**config.mk**
```make
export PLATFORM = sky130hd
export DESIGN_NAME = pp_detect_sched
export DESIGN_NICKNAME = d
export VERILOG_FILES = /design/src/rtl/pp_detect_sched.sv
export SDC_FILE = /design/constraint.sdc
export NUM_CORES = 1
export LEC_CHECK = 0
export ABC_AREA = 1
export BUFFER_PORTS_ARGS = -buffer_cell sky130_fd_sc_hd__buf_2
export CAP_MARGIN = 10
export CORE_UTILIZATION = 35
export DETAILED_ROUTE_END_ITERATION = 8
export PLACE_DENSITY = 0.55
export SETUP_SLACK_MARGIN = 0.3
export SYNTH_ARGS = -nofsm -noshare
export SYNTH_HDL_FRONTEND = slang
export SYNTH_SLANG_ARGS = --single-unit
```
**constraint.sdc**
```tcl
create_clock -name Clk -period 2.4 [get_ports Clk]
set_input_delay 0.36 -clock Clk [delete_from_list [all_inputs] [get_ports Clk]]
set_output_delay 0.36 -clock Clk [all_outputs]
set_load 0.05 [all_outputs]
```
**src/rtl/pp_detect_sched.sv**
```systemverilog
// pp_detect_sched: round-robin scheduler sharing one serial sequence detector among N_REQ
// requesters. The granted requester's word is latched, the detector is cleared, the word is
// shifted in MSB-first on det_w, and the detector's Moore output det_z is counted
// (saturating) over one sample per consumed bit. The count is returned with a done strobe.
//
// Ports:
//   Clk        clock, all state updates on the rising edge
//   Rst        synchronous reset, active-low
//   req        per-requester level request, held until its done
//   data       per-requester word, requester i at [i*DATA_W +: DATA_W]
//   grant      one-hot grant, high from arbitration until the done cycle ends
//   busy       high in every state except idle
//   done       one-cycle completion strobe
//   done_id    index of the completed requester, held until the next done
//   match_cnt  matches counted for the completed word, held until the next done
//   det_w      serial bit to the detector
//   det_rst    active-high detector reset
//   det_z      detector output
module pp_detect_sched #(
    parameter int unsigned N_REQ  = 4,
    parameter int unsigned ID_W   = 2,
    parameter int unsigned DATA_W = 8,
    parameter int unsigned CNT_W  = 4
) (
    input  logic                    Clk,
    input  logic                    Rst,
    input  logic [N_REQ-1:0]        req,
    input  logic [N_REQ*DATA_W-1:0] data,
    output logic [N_REQ-1:0]        grant,
    output logic                    busy,
    output logic                    done,
    output logic [ID_W-1:0]         done_id,
    output logic [CNT_W-1:0]        match_cnt,
    output logic                    det_w,
    output logic                    det_rst,
    input  logic                    det_z
);

    localparam int unsigned KW = (DATA_W > 1) ? $clog2(DATA_W) : 1;
    localparam logic [KW-1:0] KLast = KW'(DATA_W - 1);

    typedef enum logic [2:0] {StIdle, StClr, StShift, StDrain, StDone} state_e;

    state_e              state_q, state_d;
    logic [N_REQ-1:0]    grant_q, grant_d;
    logic                busy_q, busy_d;
    logic                done_q, done_d;
    logic [ID_W-1:0]     done_id_q, done_id_d;
    logic [CNT_W-1:0]    match_q, match_d;
    logic                det_w_q, det_w_d;
    logic                det_rst_q, det_rst_d;
    logic [ID_W-1:0]     ptr_q, ptr_d;
    logic [DATA_W-1:0]   shreg_q, shreg_d;
    logic [KW-1:0]       k_q, k_d;
    logic [CNT_W-1:0]    cnt_q, cnt_d;

    logic                found;
    logic [ID_W-1:0]     win_idx;
    logic [CNT_W-1:0]    cnt_sat;

    assign cnt_sat = (&cnt_q) ? cnt_q : cnt_q + 1'b1;

    // Round-robin search: first set request starting just above the last winner.
    always_comb begin
        int unsigned cand;
        found   = 1'b0;
        win_idx = '0;
        cand    = 0;
        for (int unsigned i = 1; i <= N_REQ; i++) begin
            cand = (32'(ptr_q) + i) % N_REQ;
            if (!found && req[cand]) begin
                found   = 1'b1;
                win_idx = cand[ID_W-1:0];
            end
        end
    end

    always_comb begin
        state_d   = state_q;
        grant_d   = grant_q;
        done_d    = 1'b0;
        done_id_d = done_id_q;
        match_d   = match_q;
        det_w_d   = 1'b0;
        det_rst_d = 1'b0;
        ptr_d     = ptr_q;
        shreg_d   = shreg_q;
        k_d       = k_q;
        cnt_d     = cnt_q;

        unique case (state_q)
            StIdle: begin
                if (found) begin
                    state_d          = StClr;
                    grant_d          = '0;
                    grant_d[win_idx] = 1'b1;
                    shreg_d          = data[win_idx*DATA_W +: DATA_W];
                    ptr_d            = win_idx;
                    det_rst_d        = 1'b1;
                end
            end
            StClr: begin
                cnt_d   = '0;
                k_d     = '0;
                det_w_d = shreg_q[DATA_W-1];
                shreg_d = shreg_q << 1;
                state_d = StShift;
            end
            StShift: begin
                // At k=0 the detector output still reflects its cleared state.
                if (k_q != '0 && det_z) begin
                    cnt_d = cnt_sat;
                end
                if (k_q == KLast) begin
                    state_d = StDrain;
                end else begin
                    k_d     = k_q + 1'b1;
                    det_w_d = shreg_q[DATA_W-1];
                    shreg_d = shreg_q << 1;
                end
            end
            StDrain: begin
                // Last sample: detector output after the final consumed bit.
                match_d   = det_z ? cnt_sat : cnt_q;
                done_d    = 1'b1;
                done_id_d = ptr_q;
                state_d   = StDone;
            end
            StDone: begin
                grant_d = '0;
                state_d = StIdle;
            end
            default: begin
                state_d = StIdle;
                grant_d = '0;
            end
        endcase

        busy_d = (state_d != StIdle);
    end

    always_ff @(posedge Clk) begin
        if (!Rst) begin
            state_q   <= StIdle;
            grant_q   <= '0;
            busy_q    <= 1'b0;
            done_q    <= 1'b0;
            done_id_q <= '0;
            match_q   <= '0;
            det_w_q   <= 1'b0;
            det_rst_q <= 1'b1;
            ptr_q     <= ID_W'(N_REQ - 1);
            shreg_q   <= '0;
            k_q       <= '0;
            cnt_q     <= '0;
        end else begin
            state_q   <= state_d;
            grant_q   <= grant_d;
            busy_q    <= busy_d;
            done_q    <= done_d;
            done_id_q <= done_id_d;
            match_q   <= match_d;
            det_w_q   <= det_w_d;
            det_rst_q <= det_rst_d;
            ptr_q     <= ptr_d;
            shreg_q   <= shreg_d;
            k_q       <= k_d;
            cnt_q     <= cnt_d;
        end
    end

    assign grant     = grant_q;
    assign busy      = busy_q;
    assign done      = done_q;
    assign done_id   = done_id_q;
    assign match_cnt = match_q;
    assign det_w     = det_w_q;
    assign det_rst   = det_rst_q;

endmodule

```
==> run metrics, run 1 <==
status=finished clean; worst vdd ir=0.510 mV; Die W=78.6 µm; FP Rows=27; Fin. Hold Viols=0; CP Data Required Time=2610 ps; reg2reg setup slack=510 ps; Setup Crit Path Kind=flop to flop; I/O Pins=53; Post-Syn Area per Cell=6.17 µm²; Routed wire per std cell=11.2 µm; largest family of logic cells by synthesized area=simple AND/OR/NAND/NOR gates; Clock Pin Slew Worst Setup and Hold Paths=around 70 ps; vias per inst=roughly 4.7; critical-path cell list=buf_4 -> nand2_1 -> nand3_1 -> nand2_1 -> o21ai_0 -> nand2_1 -> nand2_1 -> nand2_1 -> inv_1 -> nand2_1 -> nand3_1 -> nand2_1 -> a21oi_1; first-pass GRT wire length=8.53 mm; Post-synth EDFFs=0; Synth Area in XOR/XNOR=0.00426; hold buffers post-CTS=0; share of cells above drive strength 1=0.203; post-synthesis mux area share=0.00548; area fraction of the dominant cell type after synthesis=0.331; worst hold margin=373 ps; clock tree sinks=34; placed cell area=2380 µm²; area growth from synthesis to layout=22.5%; Clk Latency, worst-skew pair=280 ps; Initial Utilization=0.369; register area share after synthesis=0.331; max-cap violations=0; Leakage=1.32 nW; fin crit share=0.786; Util after Layout=0.451; #FFs+latches synth=34; Pwr Density=1380 nW/µm²; Yosys top cell by area=dfxtp_1; Pins Over Slew Limit=0; TritonCTS clock tree=done; Post-Route WL=5.16 mm; Tot GR Track Use=0.174; synth unique cells=26; Syn Inst Count=333; die span in y=78.6 µm; pre-CTS setup slack=290 ps; Final Skew=2.68 ps; Max FO, Critical Path=12; final setup TNS=0 ps; most frequent cells in the layout=nand2_1 (125), buf_2 (52), nand3_1 (41); initial antenna violation count=0; dpl cells=between 400 and 500; cell area after synthesis=2050 µm²; post-layout instance area=2520 µm²; routability cong.=0.825; nets=432; Worst slew margin=0.725; CTS buffer count=5; Crit-path slowest cell=dfxtp_1; dominant synthesized flop cell=dfxtp_1; Syn Nets=between 300 and 400; Vias=2192; Port Buffers=between 50 and 60; CP max stage delay=340 ps; initial DRC count=88; ys async rst share=0; Synth Area in Simple Gates=0.424; Adder-Cell Fraction of Synth Area=0.0244; vias in the first global route=1942; Synth Area in Compound Gates=0.117; Synth Warn #=0; post-route minimum period=1890 ps; htree depth=2; ANT nets after route=0; Data arrival, critical path=2100 ps; CP endpoint kind=flop; largest cells by area after synthesis=dfxtp_1 (33%), nand2_1 (23%), nand3_1 (10%); f_max=530 MHz; Worst Hold Class=input pin to flop; Die Area=between 6000 and 7000 µm²; drc violations=0; Power Total=3.46 mW; actual slew at the worst max-slew pin=412 ps; pin count of the biggest net entering global routing=20; CP top delay family=simple AND/OR/NAND/NOR gates; ANT cells=0; Root Buffer Master=clkbuf_8; maximum root-to-sink buffer count=2; WP buf/inv=2; Initial DRT Pass Iterations=4; grt ovf=0; Setup violations, final=0; setup ws final=513 ps; CORE AREA=about 5600 µm²; Post-DP HPWL=3.76 mm; Layout Cells excl Fill=462; Crit path top cell by count=nand2_1; RSZ-0062 raised after global routing=yes; CP Launch Type=flop; commonest non-fill, non-tap cell in the layout=nand2_1
## logic make-up after synthesis
logic type,count (synthesis)
xor+xnor,1
fa+ha+maj,4
simple gates,206
compound gates,45
flops,34
mux,1
buf+inv,42
## power breakdown
group / switching (mW) / leakage (nW) / total, mW / internal, mW
logic: 1.43 / 0.990 / 2.14 / 0.706
clock network: 0.208 / 0.0524 / 0.519 / 0.311
registers: 0.0895 / 0.278 / 0.806 / 0.717
total: 1.73 / 1.32 / 3.46 / 1.73
## final timing paths
path / startpoint / end / cells past startpoint
setup / recovery: ptr_q[0] / shreg_q[2] / 13
hold / removal: det_z / match_cnt[0] / 3
setup reg to reg: ptr_q[0] / shreg_q[2] / 13
hold reg to reg: shreg_q[7] / det_w / 2
## cells in the mapped netlist (3+ instances only)
| cell type | instances |
|---|---|
| dfxtp_1 | 34 |
| nand2_1 | 126 |
| clkbuf_1 | 3 |
| a21oi_1 | 28 |
| inv_2 | 3 |
| nor2_1 | 29 |
| buf_4 | 4 |
| buf_2 | 3 |
| nor3_1 | 4 |
| o21ai_0 | 9 |
| o31ai_1 | 4 |
| ha_1 | 4 |
| nand3_1 | 41 |
| inv_1 | 26 |
## worst min-delay path: stages
cell     delay (ps)
buf_2           130
nand2_1          70
a21oi_1          50
## layout make-up
cell class	count	area [µm²]
clock inverter	1	30.0
inverter	30	113
timing repair buffer	61	340
multi-input combinational	257	1180
sequential	34	682
tap	72	90.1
clock buffer	7	76.3
fill	619	3060
## registers in the layout (all words and copies together), names as in the netlist
signal / count
match_cnt: 4
ptr_q: 2
det_w: 1
done_id: 2
state_q: 3
shreg_q: 8
cnt_q: 4
busy: 1
grant: 4
done: 1
k_q: 3
det_rst: 1
## timing repair
action,CTS,global route
setup endpoints to repair,2,8
pin swaps,0,1
setup buffers,0,2
resized for setup,1,1
hold endpoints to repair,0,0
## metal layers
layer	global-route usage	share of wire	up-vias	routed length, µm
met5	0	0	-	0
met4	0.0444	0.0091	0	47
met3	0.0349	0.045	4	233
met2	0.290	0.45	42	2350
met1	0.228	0.49	970	2530
li1	-	-	1176	-
Power figures use the tool's default switching activity.
==> inputs of run 2 (changes only) <==
- ABC_AREA: 1 -> 0
- clock period: 2.4 -> 1.9 ns (I/O delays scaled with it)
==> run 2 against run 1 <==
Die area down 2.0%. Clock power about the same. Global-route usage up 1.3 points. Combinational power down 60%. Sequential share of layout area fell by 1.5 points. Cell count is 19% lower. Sequential power increased by 8.4%. Via count fell by 7.6%. Maximum frequency up 14%. Critical path depth fell by 6. Register-to-register slack worse by 270 ps. Area after synthesis is 2.1% lower. Critical path type unchanged. Critical endpoint is now shreg_q[6]. Largest cell class unchanged. Largest power group is now sequential cells. Highest routed layer unchanged.
==> run metrics, run 2 <==
Fin. Hold Viols=0 (unchanged); hold buffers post-CTS=0 (unchanged); I/O Pins=53 (unchanged); final setup TNS=0 ps (unchanged); Synth Warn #=0 (unchanged); placed cell area=2430 µm² (+2.2%); drc violations=0 (unchanged); maximum root-to-sink buffer count=2 (unchanged); Initial DRT Pass Iterations=4 (unchanged); area growth from synthesis to layout=34.1%; synth unique cells=51 (+96%); Root Buffer Master=clkbuf_8; FP Rows=27 (unchanged); Setup Crit Path Kind=flop to flop; grt ovf=0 (unchanged); CP Launch Type=flop; initial DRC count=139 (+58%); Initial Utilization=0.363 (-0.00543); Routed wire per std cell=14.2 µm (+27%); CP endpoint kind=flop; first-pass GRT wire length=8.96 mm (+5.0%); Syn Nets=280 (-26%); Port Buffers=52 (unchanged); Flop pwr share=0.387 (+0.154); ANT cells=0 (unchanged); Max FO, Critical Path=7 (-5); dpl cells=363 (-20%); dominant synthesized flop cell=dfxtp_1; Setup violations, final=0 (unchanged); post-layout instance area=2700 µm² (+7.3%); Post-DP HPWL=4.02 mm (+6.9%); Tot GR Track Use=0.187 (+0.0127); CTS buffer count=5 (unchanged); clock power share=0.230 (+0.080); register area share after synthesis=0.338 (+0.00701); #FFs+latches synth=34 (unchanged); RSZ-0062 raised after global routing=yes; routability cong.=0.789 (-4.4%); vias in the first global route=1930 (-0.62%); share of cells above drive strength 1=0.365 (+0.163); Post-synth top cells=dfxtp_1 (34), nand3_1 (26), nor2_1 (15), nand2_1 (11); die span in y=77.8 µm (-1.0%); Post-synth EDFFs=0 (unchanged); Largest Register=shreg_q; Pins Over Slew Limit=0 (unchanged); Sw Share=0.347 (-0.152); ys async rst share=0 (unchanged); Post-Route WL=5.35 mm (+3.7%); combinational power share=0.383 (-0.234); internal power=1.47 mW (-15%); vias per inst=5.39 (+14%); top-count cell post-synth=dfxtp_1; max FFs per register=8 (unchanged); commonest non-fill, non-tap cell in the layout=buf_2; worst vdd ir=0.468 mV (-8.2%); pin count of the biggest net entering global routing=19 (-5.0%); fill count=560 (-9.5%); area fraction of the dominant cell type after synthesis=0.338 (+0.00701); net switching power figure=0.784 mW (-55%); CP Data Required Time=2060 ps (-550 ps); Final Skew=7.26 ps (+4.58 ps); clock tree sinks=34 (unchanged); fin crit share=0.871 (+0.0845); f_max=604 MHz (+14%); cell area after synthesis=2010 µm² (-2.1%); actual slew at the worst max-slew pin=404 ps (-7.29 ps); nets=348 (-19%); Pwr Density=836 nW/µm² (-39%); Layout Cells excl Fill=376 (-19%); initial antenna violation count=0 (unchanged); max-cap violations=0 (unchanged); post-route minimum period=1650 ps (-233 ps); CORE AREA=5540 µm² (-0.61%); TritonCTS clock tree=done; Die Area=6060 µm² (-2.0%); Worst slew margin=0.730 (+0.00459); largest cells by area after synthesis=dfxtp_1 (34%), nand3_1 (6.5%), mux2i_1 (3.0%); Data arrival, critical path=1810 ps (-290 ps); Syn Inst Count=237 (-29%); Die W=77.8 µm (-1.0%); Post-Syn Area per Cell=8.49 µm² (+38%); htree depth=2 (unchanged); ANT nets after route=0 (unchanged); most frequent cells in the layout=buf_2 (52), dfxtp_1 (27), nand3_1 (26); Yosys top cell by area=dfxtp_1; Clk Latency, worst-skew pair=280 ps (about the same); Clock Pin Slew Worst Setup and Hold Paths=60 ps (about the same); status=finished clean; Vias=2026 (-7.6%); Worst Hold Class=input pin to flop; Leakage=1.15 nW (-13%)
-- run 2: changes by cell type in the layout (fill, tap and decap cells not counted), moves of 7 or more --
cell and change:
a21oi_1 -19, buf_4 +7, inv_1 -20, nand2_1 -114
nand2b_1 +7, nand3_1 -15, nor2_1 -15, nor2b_1 +9
o21a_1 +7
-- run 2: worst paths after layout --
check,from,end,slack [ps],cells past startpoint
worst max-delay path,ptr_q[0],shreg_q[6],250,7
worst min-delay path,data[27],shreg_q[3],270,3
worst max register to register,ptr_q[0],shreg_q[6],250,7
worst min register to register,match_cnt[0],match_cnt[0],490,1
-- run 2: per-stage QoR --
step                       util  power, mW  setup slack, ps  hold WS (ps)
after CTS                 0.478       2.23              267           266
final                     0.487       2.26              245           267
after global routing      0.487       2.41              171           258
after detailed placement  0.439       1.64             22.5           477
after floorplan               -       1.40              299           450
after global placement    0.439       1.64             21.9           478
-- run 2: metal layers --
layer  part of all wire  up-vias  track usage
met1               0.48      960        0.241
met3              0.027        5       0.0400
met4             0.0086        0       0.0623
li1                   -     1027            -
met5                  0        -            0
met2               0.48       34        0.307
-- run 2: area by class of cell --
type	instances	area [µm²]	share of cell area
well taps	72	90.1	0.0334
multi-input cells	187	1390	0.516
clock buffers	6	82.6	0.0306
repair buffers	71	418	0.155
flip-flops and latches	34	692	0.256
inverters	6	22.5	0.00834
-- run 2: kinds of logic (layout without fill, tap and decap cells) --
| family | after synthesis | count (layout) | synth area share |
|---|---|---|---|
| xor gates and xnor gates | 1 | 1 | 0.00435 |
| DFF | 34 | 34 | 0.338 |
| AOI/OAI and AO/OA | 75 | 75 | 0.282 |
| adders and majority gates | 4 | 4 | 0.0249 |
| and+or+nand+nor | 100 | 100 | 0.280 |
| buffers and inverters | 16 | 83 | 0.0323 |
| muxes | 7 | 7 | 0.0373 |
-- run 2: critical path, cell delays in order, from the launching register on --
cell and delay, ps:
dfxtp_2 350, nand2b_4 170, a311oi_4 260, buf_6 170, nor4_4 50, buf_6 150, a221oi_2 270, a31oi_1 110
-- run 2: power by group through the flow --
stage	combinational [mW]	sequential [mW]	clock, mW
finish	0.863	0.874	0.519
global placement	0.755	0.883	0
detailed placement	0.757	0.881	0
global route	0.943	0.885	0.578
CTS	0.820	0.871	0.541
floorplan	0.467	0.937	0
-- run 2: timing repair --
item                                    in CTS  in global routing
pin swaps                                    7                  3
buffers inserted                             6                  1
resized for setup                           20                 11
endpoints found under the setup margin      15                 19
